==> src/rtl/seq_pkg.sv <==
`default_nettype none
// ============================================================================
// Module      : seq_pkg
// Description : Shared types and constants for the instruction stream
//               sequencer: controller state encoding, the pipeline-draining
//               NOP encoding and the default instruction width.
// Revision    : 1.0 - initial release
// ============================================================================
package seq_pkg;

  // Default instruction width (RV32I)
  localparam int DEF_WORD_SIZE = 32;

  // addi x0,x0,0 - canonical RISC-V NOP, used to drain the pipeline
  localparam logic [31:0] NOP_INSTR = 32'h0000_0013;

  // Controller states
  typedef enum logic [1:0] {
    IDLE  = 2'd0,
    RUN   = 2'd1,
    FLUSH = 2'd2,
    DONE  = 2'd3
  } seq_state_e;

endpackage : seq_pkg
`default_nettype wire

==> src/rtl/instr_stream_sequencer_prog_table.sv <==
`default_nettype none
// ============================================================================
// Module      : prog_table
// Description : DEPTH x WIDTH program store. Synchronous write, asynchronous
//               read, deliberately not reset so a loaded program survives a
//               sequencer reset.
// Revision    : 1.0 - initial release
// ============================================================================
module prog_table #(
  parameter int DEPTH = 16,
  parameter int WIDTH = 32,
  localparam int AW   = $clog2(DEPTH)
) (
  input  logic             clk,
  input  logic             wr_en_i,
  input  logic [AW-1:0]    wr_addr_i,
  input  logic [WIDTH-1:0] wr_data_i,
  input  logic [AW-1:0]    rd_addr_i,
  output logic [WIDTH-1:0] rd_data_o
);

  logic [WIDTH-1:0] mem_q [DEPTH];

  // Table write port; contents are intentionally not reset
  always_ff @(posedge clk) begin
    if (wr_en_i) begin
      mem_q[wr_addr_i] <= wr_data_i;
    end
  end

  assign rd_data_o = mem_q[rd_addr_i];

endmodule : prog_table
`default_nettype wire

==> src/rtl/instr_stream_sequencer.sv <==
`default_nettype none
// ============================================================================
// Module      : instr_stream_sequencer
// Description : Replays a writable program table into a core's instruction
//               port over a valid/ready handshake for a configured number of
//               loops, then drains the pipeline with NOPs and pulses done.
//               Optional feature macro: SEQ_CHECKSUM_EN adds issue_csum, a
//               rotate-xor signature over every program beat issued in RUN.
// Revision    : 1.0 - initial release
// ============================================================================
module instr_stream_sequencer
  import seq_pkg::*;
#(
  parameter int  PROG_DEPTH = 16,
  parameter int  WORD_SIZE  = DEF_WORD_SIZE,
  parameter int  CNT_W      = 16,
  parameter int  FLUSH_NOPS = 5,
  localparam int AW         = $clog2(PROG_DEPTH)
) (
  input  logic                 clk,
  input  logic                 reset,
  input  logic                 prog_wr_en,
  input  logic [AW-1:0]        prog_wr_addr,
  input  logic [WORD_SIZE-1:0] prog_wr_data,
  output logic                 prog_wr_err,
  input  logic [AW:0]          cfg_len,
  input  logic [CNT_W-1:0]     cfg_loops,
  input  logic                 start,
  input  logic                 stop,
  output logic                 instr_valid,
  input  logic                 instr_ready,
  output logic [WORD_SIZE-1:0] instr,
  output logic [AW-1:0]        instr_idx,
  output logic [CNT_W-1:0]     loop_cnt,
  output logic                 busy,
  output logic                 done,
`ifdef SEQ_CHECKSUM_EN
  output logic [WORD_SIZE-1:0] issue_csum,
`endif
  output logic                 cfg_err
);

  localparam int              FW         = (FLUSH_NOPS > 1) ? $clog2(FLUSH_NOPS) : 1;
  localparam logic [FW-1:0]   FLUSH_LAST = FW'((FLUSH_NOPS > 0) ? FLUSH_NOPS - 1 : 0);
  localparam logic [AW:0]     LEN_MAX    = (AW+1)'(PROG_DEPTH);
  localparam logic [AW:0]     LEN_ONE    = (AW+1)'(1);
  localparam logic [CNT_W-1:0] CNT_ONE   = CNT_W'(1);
  localparam logic [AW-1:0]   IDX_ONE    = AW'(1);
  localparam logic [FW-1:0]   FL_ONE     = FW'(1);
  // Where RUN goes when it ends; a zero-length flush skips FLUSH entirely
  localparam seq_state_e      RUN_EXIT   = (FLUSH_NOPS == 0) ? DONE : FLUSH;

  seq_state_e       state_q, state_d;
  logic [AW-1:0]    idx_q, idx_d;
  logic [CNT_W-1:0] loop_cnt_q, loop_cnt_d;
  logic [FW-1:0]    flush_q, flush_d;
  logic [AW:0]      len_q, len_d;
  logic [CNT_W-1:0] loops_q, loops_d;
  logic             stop_pend_q, stop_pend_d;
  logic             cfg_err_q, cfg_err_d;
  logic             wr_err_q, wr_err_d;
  logic             tbl_we;
  logic [WORD_SIZE-1:0] tbl_rd;
  logic             xfer, start_ok, last_beat, loops_done;
`ifdef SEQ_CHECKSUM_EN
  logic [WORD_SIZE-1:0] csum_q, csum_d;
`endif

  prog_table #(
    .DEPTH (PROG_DEPTH),
    .WIDTH (WORD_SIZE)
  ) u_prog_table (
    .clk       (clk),
    .wr_en_i   (tbl_we),
    .wr_addr_i (prog_wr_addr),
    .wr_data_i (prog_wr_data),
    .rd_addr_i (idx_q),
    .rd_data_o (tbl_rd)
  );

  assign xfer       = instr_valid & instr_ready;
  assign start_ok   = (cfg_len != '0) && (cfg_len <= LEN_MAX);
  assign last_beat  = ({1'b0, idx_q} == (len_q - LEN_ONE));
  assign loops_done = (loops_q != '0) && (loop_cnt_q == (loops_q - CNT_ONE));

  // Next-state, counters and pulse generation
  always_comb begin
    state_d     = state_q;
    idx_d       = idx_q;
    loop_cnt_d  = loop_cnt_q;
    flush_d     = flush_q;
    len_d       = len_q;
    loops_d     = loops_q;
    stop_pend_d = stop_pend_q;
    cfg_err_d   = 1'b0;
    // Table is only writable while idle, including the cycle a start lands
    tbl_we      = prog_wr_en && (state_q == IDLE);
    wr_err_d    = prog_wr_en && (state_q != IDLE);
`ifdef SEQ_CHECKSUM_EN
    csum_d      = csum_q;
`endif
    case (state_q)
      IDLE: begin
        if (start) begin
          if (start_ok) begin
            len_d       = cfg_len;
            loops_d     = cfg_loops;
            idx_d       = '0;
            loop_cnt_d  = '0;
            flush_d     = '0;
            stop_pend_d = 1'b0;
            state_d     = RUN;
`ifdef SEQ_CHECKSUM_EN
            csum_d      = '0;
`endif
          end else begin
            cfg_err_d = 1'b1;
          end
        end
      end
      RUN: begin
        if (stop) begin
          stop_pend_d = 1'b1;
        end
        if (xfer) begin
`ifdef SEQ_CHECKSUM_EN
          csum_d = {csum_q[WORD_SIZE-2:0], csum_q[WORD_SIZE-1]} ^ tbl_rd;
`endif
          if (last_beat) begin
            idx_d = '0;
            // Saturate rather than wrap in run-until-stop mode
            if (!(&loop_cnt_q)) begin
              loop_cnt_d = loop_cnt_q + CNT_ONE;
            end
          end else begin
            idx_d = idx_q + IDX_ONE;
          end
          if ((last_beat && loops_done) || stop || stop_pend_q) begin
            state_d     = RUN_EXIT;
            stop_pend_d = 1'b0;
          end
        end
      end
      FLUSH: begin
        if (xfer) begin
          if (flush_q == FLUSH_LAST) begin
            flush_d = '0;
            state_d = DONE;
          end else begin
            flush_d = flush_q + FL_ONE;
          end
        end
      end
      DONE: begin
        state_d = IDLE;
      end
      default: begin
        state_d = IDLE;
      end
    endcase
  end

  // State and datapath registers with synchronous reset
  always_ff @(posedge clk) begin
    if (reset) begin
      state_q     <= IDLE;
      idx_q       <= '0;
      loop_cnt_q  <= '0;
      flush_q     <= '0;
      len_q       <= '0;
      loops_q     <= '0;
      stop_pend_q <= 1'b0;
      cfg_err_q   <= 1'b0;
      wr_err_q    <= 1'b0;
`ifdef SEQ_CHECKSUM_EN
      csum_q      <= '0;
`endif
    end else begin
      state_q     <= state_d;
      idx_q       <= idx_d;
      loop_cnt_q  <= loop_cnt_d;
      flush_q     <= flush_d;
      len_q       <= len_d;
      loops_q     <= loops_d;
      stop_pend_q <= stop_pend_d;
      cfg_err_q   <= cfg_err_d;
      wr_err_q    <= wr_err_d;
`ifdef SEQ_CHECKSUM_EN
      csum_q      <= csum_d;
`endif
    end
  end

  assign instr_valid = (state_q == RUN) || (state_q == FLUSH);
  assign instr       = (state_q == RUN) ? tbl_rd : WORD_SIZE'(NOP_INSTR);
  assign instr_idx   = idx_q;
  assign loop_cnt    = loop_cnt_q;
  assign busy        = (state_q != IDLE);
  assign done        = (state_q == DONE);
  assign cfg_err     = cfg_err_q;
  assign prog_wr_err = wr_err_q;
`ifdef SEQ_CHECKSUM_EN
  assign issue_csum  = csum_q;
`endif

endmodule : instr_stream_sequencer
`default_nettype wire

==> config.mk <==
export PLATFORM = sky130hd
export DESIGN_NAME = instr_stream_sequencer
export DESIGN_NICKNAME = d
export VERILOG_FILES = /design/src/rtl/seq_pkg.sv /design/src/rtl/instr_stream_sequencer_prog_table.sv /design/src/rtl/instr_stream_sequencer.sv
export SDC_FILE = /design/constraint.sdc
export NUM_CORES = 1
export LEC_CHECK = 0
export BUFFER_PORTS_ARGS = -buffer_cell sky130_fd_sc_hd__buf_4
export CAP_MARGIN = 20
export CORE_MARGIN = 1.5
export CORE_UTILIZATION = 50
export CTS_CLUSTER_SIZE = 8
export DETAILED_ROUTE_END_ITERATION = 8
export PLACE_DENSITY_LB_ADDON = 0.08
export SLEW_MARGIN = 25
export SYNTH_ARGS = -nofsm -noshare
export SYNTH_HDL_FRONTEND = slang
export SYNTH_HIERARCHICAL = 1
export SYNTH_SLANG_ARGS = --single-unit
==> constraint.sdc <==
create_clock -name clk -period 4.45 [get_ports clk]
set_input_delay 0.445 -clock clk [delete_from_list [all_inputs] [get_ports clk]]
set_output_delay 0.445 -clock clk [all_outputs]
set_load 0.05 [all_outputs]
* Word level (Yosys, flattened, before mapping) *
Memories as Yosys holds them, arrays and structs flattened. A register that Yosys moved wholly into a read port is not among the register bits.
Index checks and enable logic that the tools add are counted.

word-level totals
  bits in registers = 49
  memory bits (writable) = 512
  input bits = 63
  output and inout port bits = 57
  logic and storage cells = 90
  memories = 1

memories
  memory              words  width  rd ports  clocked after Yosys merged registers in  wr ports  RTL line                                 text
  u_prog_table.mem_q  16     32     1         1                                        1         instr_stream_sequencer_prog_table.sv:22  logic [WIDTH-1:0] mem_q [DEPTH];

cells by class
  add/subtract/negate cells = 5
  magnitude comparators = 1
  equal/unequal tests = 14
  mux-type cells = 35
  bitwise operators = 3
  reduce and logical (&&, ||, !) cells = 22

operator list
  kind                     number
  $mux W16                 5
  $mux W32                 1
  $pmux W16 S2             1
  $mux W4                  6
  $add A16 B1 Y16 const B  1
  $eq A16 B16 Y1           1
  $ne A2 B2 Y1 const B     8
  $reduce_and A16 Y1       1
  $reduce_bool A16 Y1      1
  $sub A16 B1 Y16 const B  1
  $mux W2                  6
  $mux W3                  4
  $reduce_and A6 Y1        2
  $mux W1                  8
  $pmux W2 S4              1
  $pmux W4 S2              1
  $reduce_and A4 Y1        2
  $pmux W3 S2              1
  $reduce_and A3 Y1        2
  $reduce_bool A2 Y1       3
  $eq A4 B5 Y1             1
  $le A5 B5 Y1 const B     1
  $logic_and A1 B1 Y1      5
  $reduce_bool A5 Y1       1
  other kinds (12)         16

* Logic depth before layout (Yosys ltp) *
  word-level depth = 9
  gate-level depth with buffers = 11
  gate-level depth less buffers = 9

* By module *
Netlist, hierarchy kept.

modules (own cells, without submodules)
  module                  instances  cells each  area each (um^2)  sequential area each (um^2)
  prog_table              1          806         19194.7           15374.7
  instr_stream_sequencer  1          404         3118.0            980.9

* Worst setup path after synthesis *
Ideal clock, no wire load.

  path type = register to register
  start point = reg state_q[0]
  end point = mem u_prog_table.mem_q[0][0] (enable)
  library setup time = 0.461 ns
  arrival = 3.527 ns
  data required time = 3.989 ns
  setup slack = 0.461 ns
  stages on the path, launching flop included = 6
  buffers on the path = 0
  clock period less this slack = 3.989 ns
  path through = dfxtp_1 -> inv_1 -> ha_1 -> and2_1 -> or3b_2 -> nor3_1

between the ends
  longest elaborated chain between the ends = 4

ends and longest elaborated chain
  item                           RTL line                                 text
  start, declared                instr_stream_sequencer.sv:53             seq_state_e state_q, state_d;
  start signal, assigned         instr_stream_sequencer.sv:179            state_q <= state_d;
  $logic_not A2 Y1               instr_stream_sequencer.sv:97             tbl_we = prog_wr_en && (state_q == IDLE);
  $logic_and A1 B1 Y1            instr_stream_sequencer.sv:97
  named net tbl_we               instr_stream_sequencer.sv:62             logic tbl_we;
  $mux W1                        instr_stream_sequencer_prog_table.sv:26  if (wr_en_i) begin
  $mux W1 (not written as such)  instr_stream_sequencer_prog_table.sv:27  mem_q[wr_addr_i] <= wr_data_i;
  end, declared                  instr_stream_sequencer_prog_table.sv:22

The timed path passes the listed nets, and every way through them passes these cells.

==> flow_summary.ini <==
[logic_synthesis]
ys_async_sr_fraction_pct = 0
synth_edf_count = 512
synth_seq_cells = 561
avgSynthCellArea_um2 = 18.4
synth_seq_area_share_pct = 73.3
ys.flop_type = edfxtp_1
ys_types = 59
synth_cells = 1210
syn_nets = 1284
ys_warn_count = 6
synth.cell_area_um2 = 22300

[sta]
slew_headroom_pct = 27.5
max_freq_mhz = 285
clock_skew_ns = 0.0116
hold_violations = 0
drv_slew = 0
final.min_clock_period_ns = 3.51
worst_slew_pin_slew_ns = 1.09
finalCritPeriodShare_pct = 78.9
rsz0062_at_grt = no
setup_viol = 0
finalWorstSetupSlack_ns = 0.940
hold_slack_ns = 0.105
fin_tns_setup_ns = 0

[clock_network]
h-tree-depth = 3
post_cts_resized = 0
cts_hold_buf = 0
cts_post_setup_buffers_inserted = 0
cts_tree = done
cts_sinks = 561
clock_latency_ns = 0.59
cts_made_buffers = 80
cts.path.max_buffers = 3
cts_root_buf = clkbuf_16
path_clk_slew_ns = 0.05

[floorplan]
boundaryPins = 120
coreArea_um2 = 44100
die_y_um = 214
start_util_pct = 50.6
fp-row-count = 77
dieArea_um2 = 45900
die_x_um = 214

[detailed_routing]
wirelength_um = 51700
drt-met1-wl_um = 23000
wl_met2_um = 24900
vias = 11900
wl_per_cell_um = 25.8
topRoutingLayerUsed = met4
dr_wl_met3_um = 2670
ant_nets = 0
drt-pass1-iter-count = 5
viasPerCell = 5.97
drt_iter0_markers = 1137
route.detailed.drc = 0

[power_and_ir_drop]
swShare_pct = 24.2
p_comb_share_pct = 11.7
irDropWorstVdd_mv = 0.283
p_clk_share_pct = 41.6
p_sw_mw = 3.11
leakage_nw = 8.59
p_per_area_nw_per_um2 = 485
pwr-share-seq_pct = 46.7
p_int_mw = 9.72

[setup_path]
cpMaxStageDelayCell = dfxtp_4
startpoint_type = register
critPathTopFamily = flip-flops
cpPeakStageDelay_ns = 0.82
worst-setup-path-type = register to primary output
worstPathRequired_ns = 4.01
cp.arrival_ns = 3.06
path_buf_inv = 2
cp_max_fo = 33
crit_chain = buf_12, mux4_2, a22oi_1, nand2_1, and2_1, buf_4
cp-end-kind = primary output

[global_routing]
groute.usage.overall_pct = 23.1
grt_first_pass_wirelength_um = 78200
antenna_found_initial = 0
grt_pass1_vias = 12400
grt_overflow = 0
grt_max_degree = 62

[worst_hold_path]
hold_path.class = primary input to register

[cells_and_area]
fin_util_pct = 60.0
synthToLayoutAreaGrowth_pct = 18.6
final_nets = 1463
fill_cells = 3311
drive_gt1_share_pct = 28.7
layout_commonest_cell = edfxtp_1
final_cell_mix = 512 x edfxtp_1, 144 x buf_4, 128 x mux4_2
diodes = 0
seqCellArea_um2 = 16400
multi_input_area_um2 = 5760

[place]
port_buffers = 119
dpl.hpwl_um = 30100
place.gp.congestion = 0.796
post-place-ws_ns = 1.40

[outcome]
status = complete, no violations

[flow_run]
drv_cap = 0
-- area by class of cell --
class	count	share of cell area, %
well taps	592	2.80
clock buffers	94	7.85
flip-flops and latches	561	61.9
clock inverters	7	0.326
multi-input cells	573	21.8
repair buffers	157	5.19
inverters	16	0.227
-- sequential cells by signal, summed over array words and instances, names as in the netlist, 2 cells and up --
name / flops
flush_q: 3
instr_idx: 4
len_q: 5
loop_cnt: 16
loops_q: 16
state_q: 2
u_prog_table/mem_q: 512
-- worst paths after layout --
kind                            slack [ns]  cells after the start                             endpoint                      start
worst min register to register        0.47                      2                len_q[4]$_SDFFE_PP0P_      len_q[4]$_SDFFE_PP0P_
worst max-delay path                  0.94                      6                            instr[20]  instr_idx[0]$_SDFFE_PP0P_
worst min-delay path                  0.11                      3                len_q[1]$_SDFFE_PP0P_                 cfg_len[1]
worst max register to register        1.39                      6  u_prog_table/mem_q[9][13]$_DFFE_PP_    state_q[0]$_SDFFE_PP0P_
-- synth_stat cells (all sizes together) (21+ instances only) --
cell type	n	area [um2]
clkbuf	31	116
a21oi	33	165
dfxtp	49	981
nor2	44	165
xor2	21	184
nand2	86	323
nor3	25	125
a22oi	66	495
mux4	128	2880
buf	29	161
and2	32	200
edfxtp	512	15400
-- worst reg2reg max path, cell delays in order (launching register included) --
cell and delay, ns:
dfxtp_1 0.33, inv_1 0.11, ha_1 0.39, and2_1 0.27, nand3b_1 0.32, nor2_4 0.83
buf_4 0.47
-- cell families (layout without fill, tap and decap cells) --
group           Yosys count  after routing  share of synthesized area [%]
xor+xnor                 40             40                           1.64
fa+ha+maj                11             11                          0.617
simple gates            260            260                           5.80
mux                     130            130                           13.0
compound gates          132            132                           4.12
flops                   561            561                           73.3
buf+inv                  76            274                           1.51
-- metrics by stage --
step                      cells  total power [mW]  cell area (um2)
after CTS                  2000              13.0            26500
after detailed placement   1899              7.60            24300
after global placement     1892              7.57            24100
after floorplan            1210              7.08            22300
after global routing       2000              13.3            26500
final                      2000              12.8            26500
-- power by group through the flow --
stage / Clock [mW] / Sequential [mW] / Combinational, mW
after detailed placement: 0 / 6.09 / 1.51
after global placement: 0 / 6.08 / 1.49
final: 5.34 / 5.99 / 1.50
after CTS: 5.45 / 5.99 / 1.52
after floorplan: 0 / 6.06 / 1.02
after global routing: 5.68 / 6.00 / 1.61
-- per-layer routing --
layer  track usage [%]  vias up
li1                  -     5219
met1              33.3     6302
met2              36.4      341
met3              3.70       81
met4              7.37        0
met5                 0        -
(Power assumes the default switching activity.)
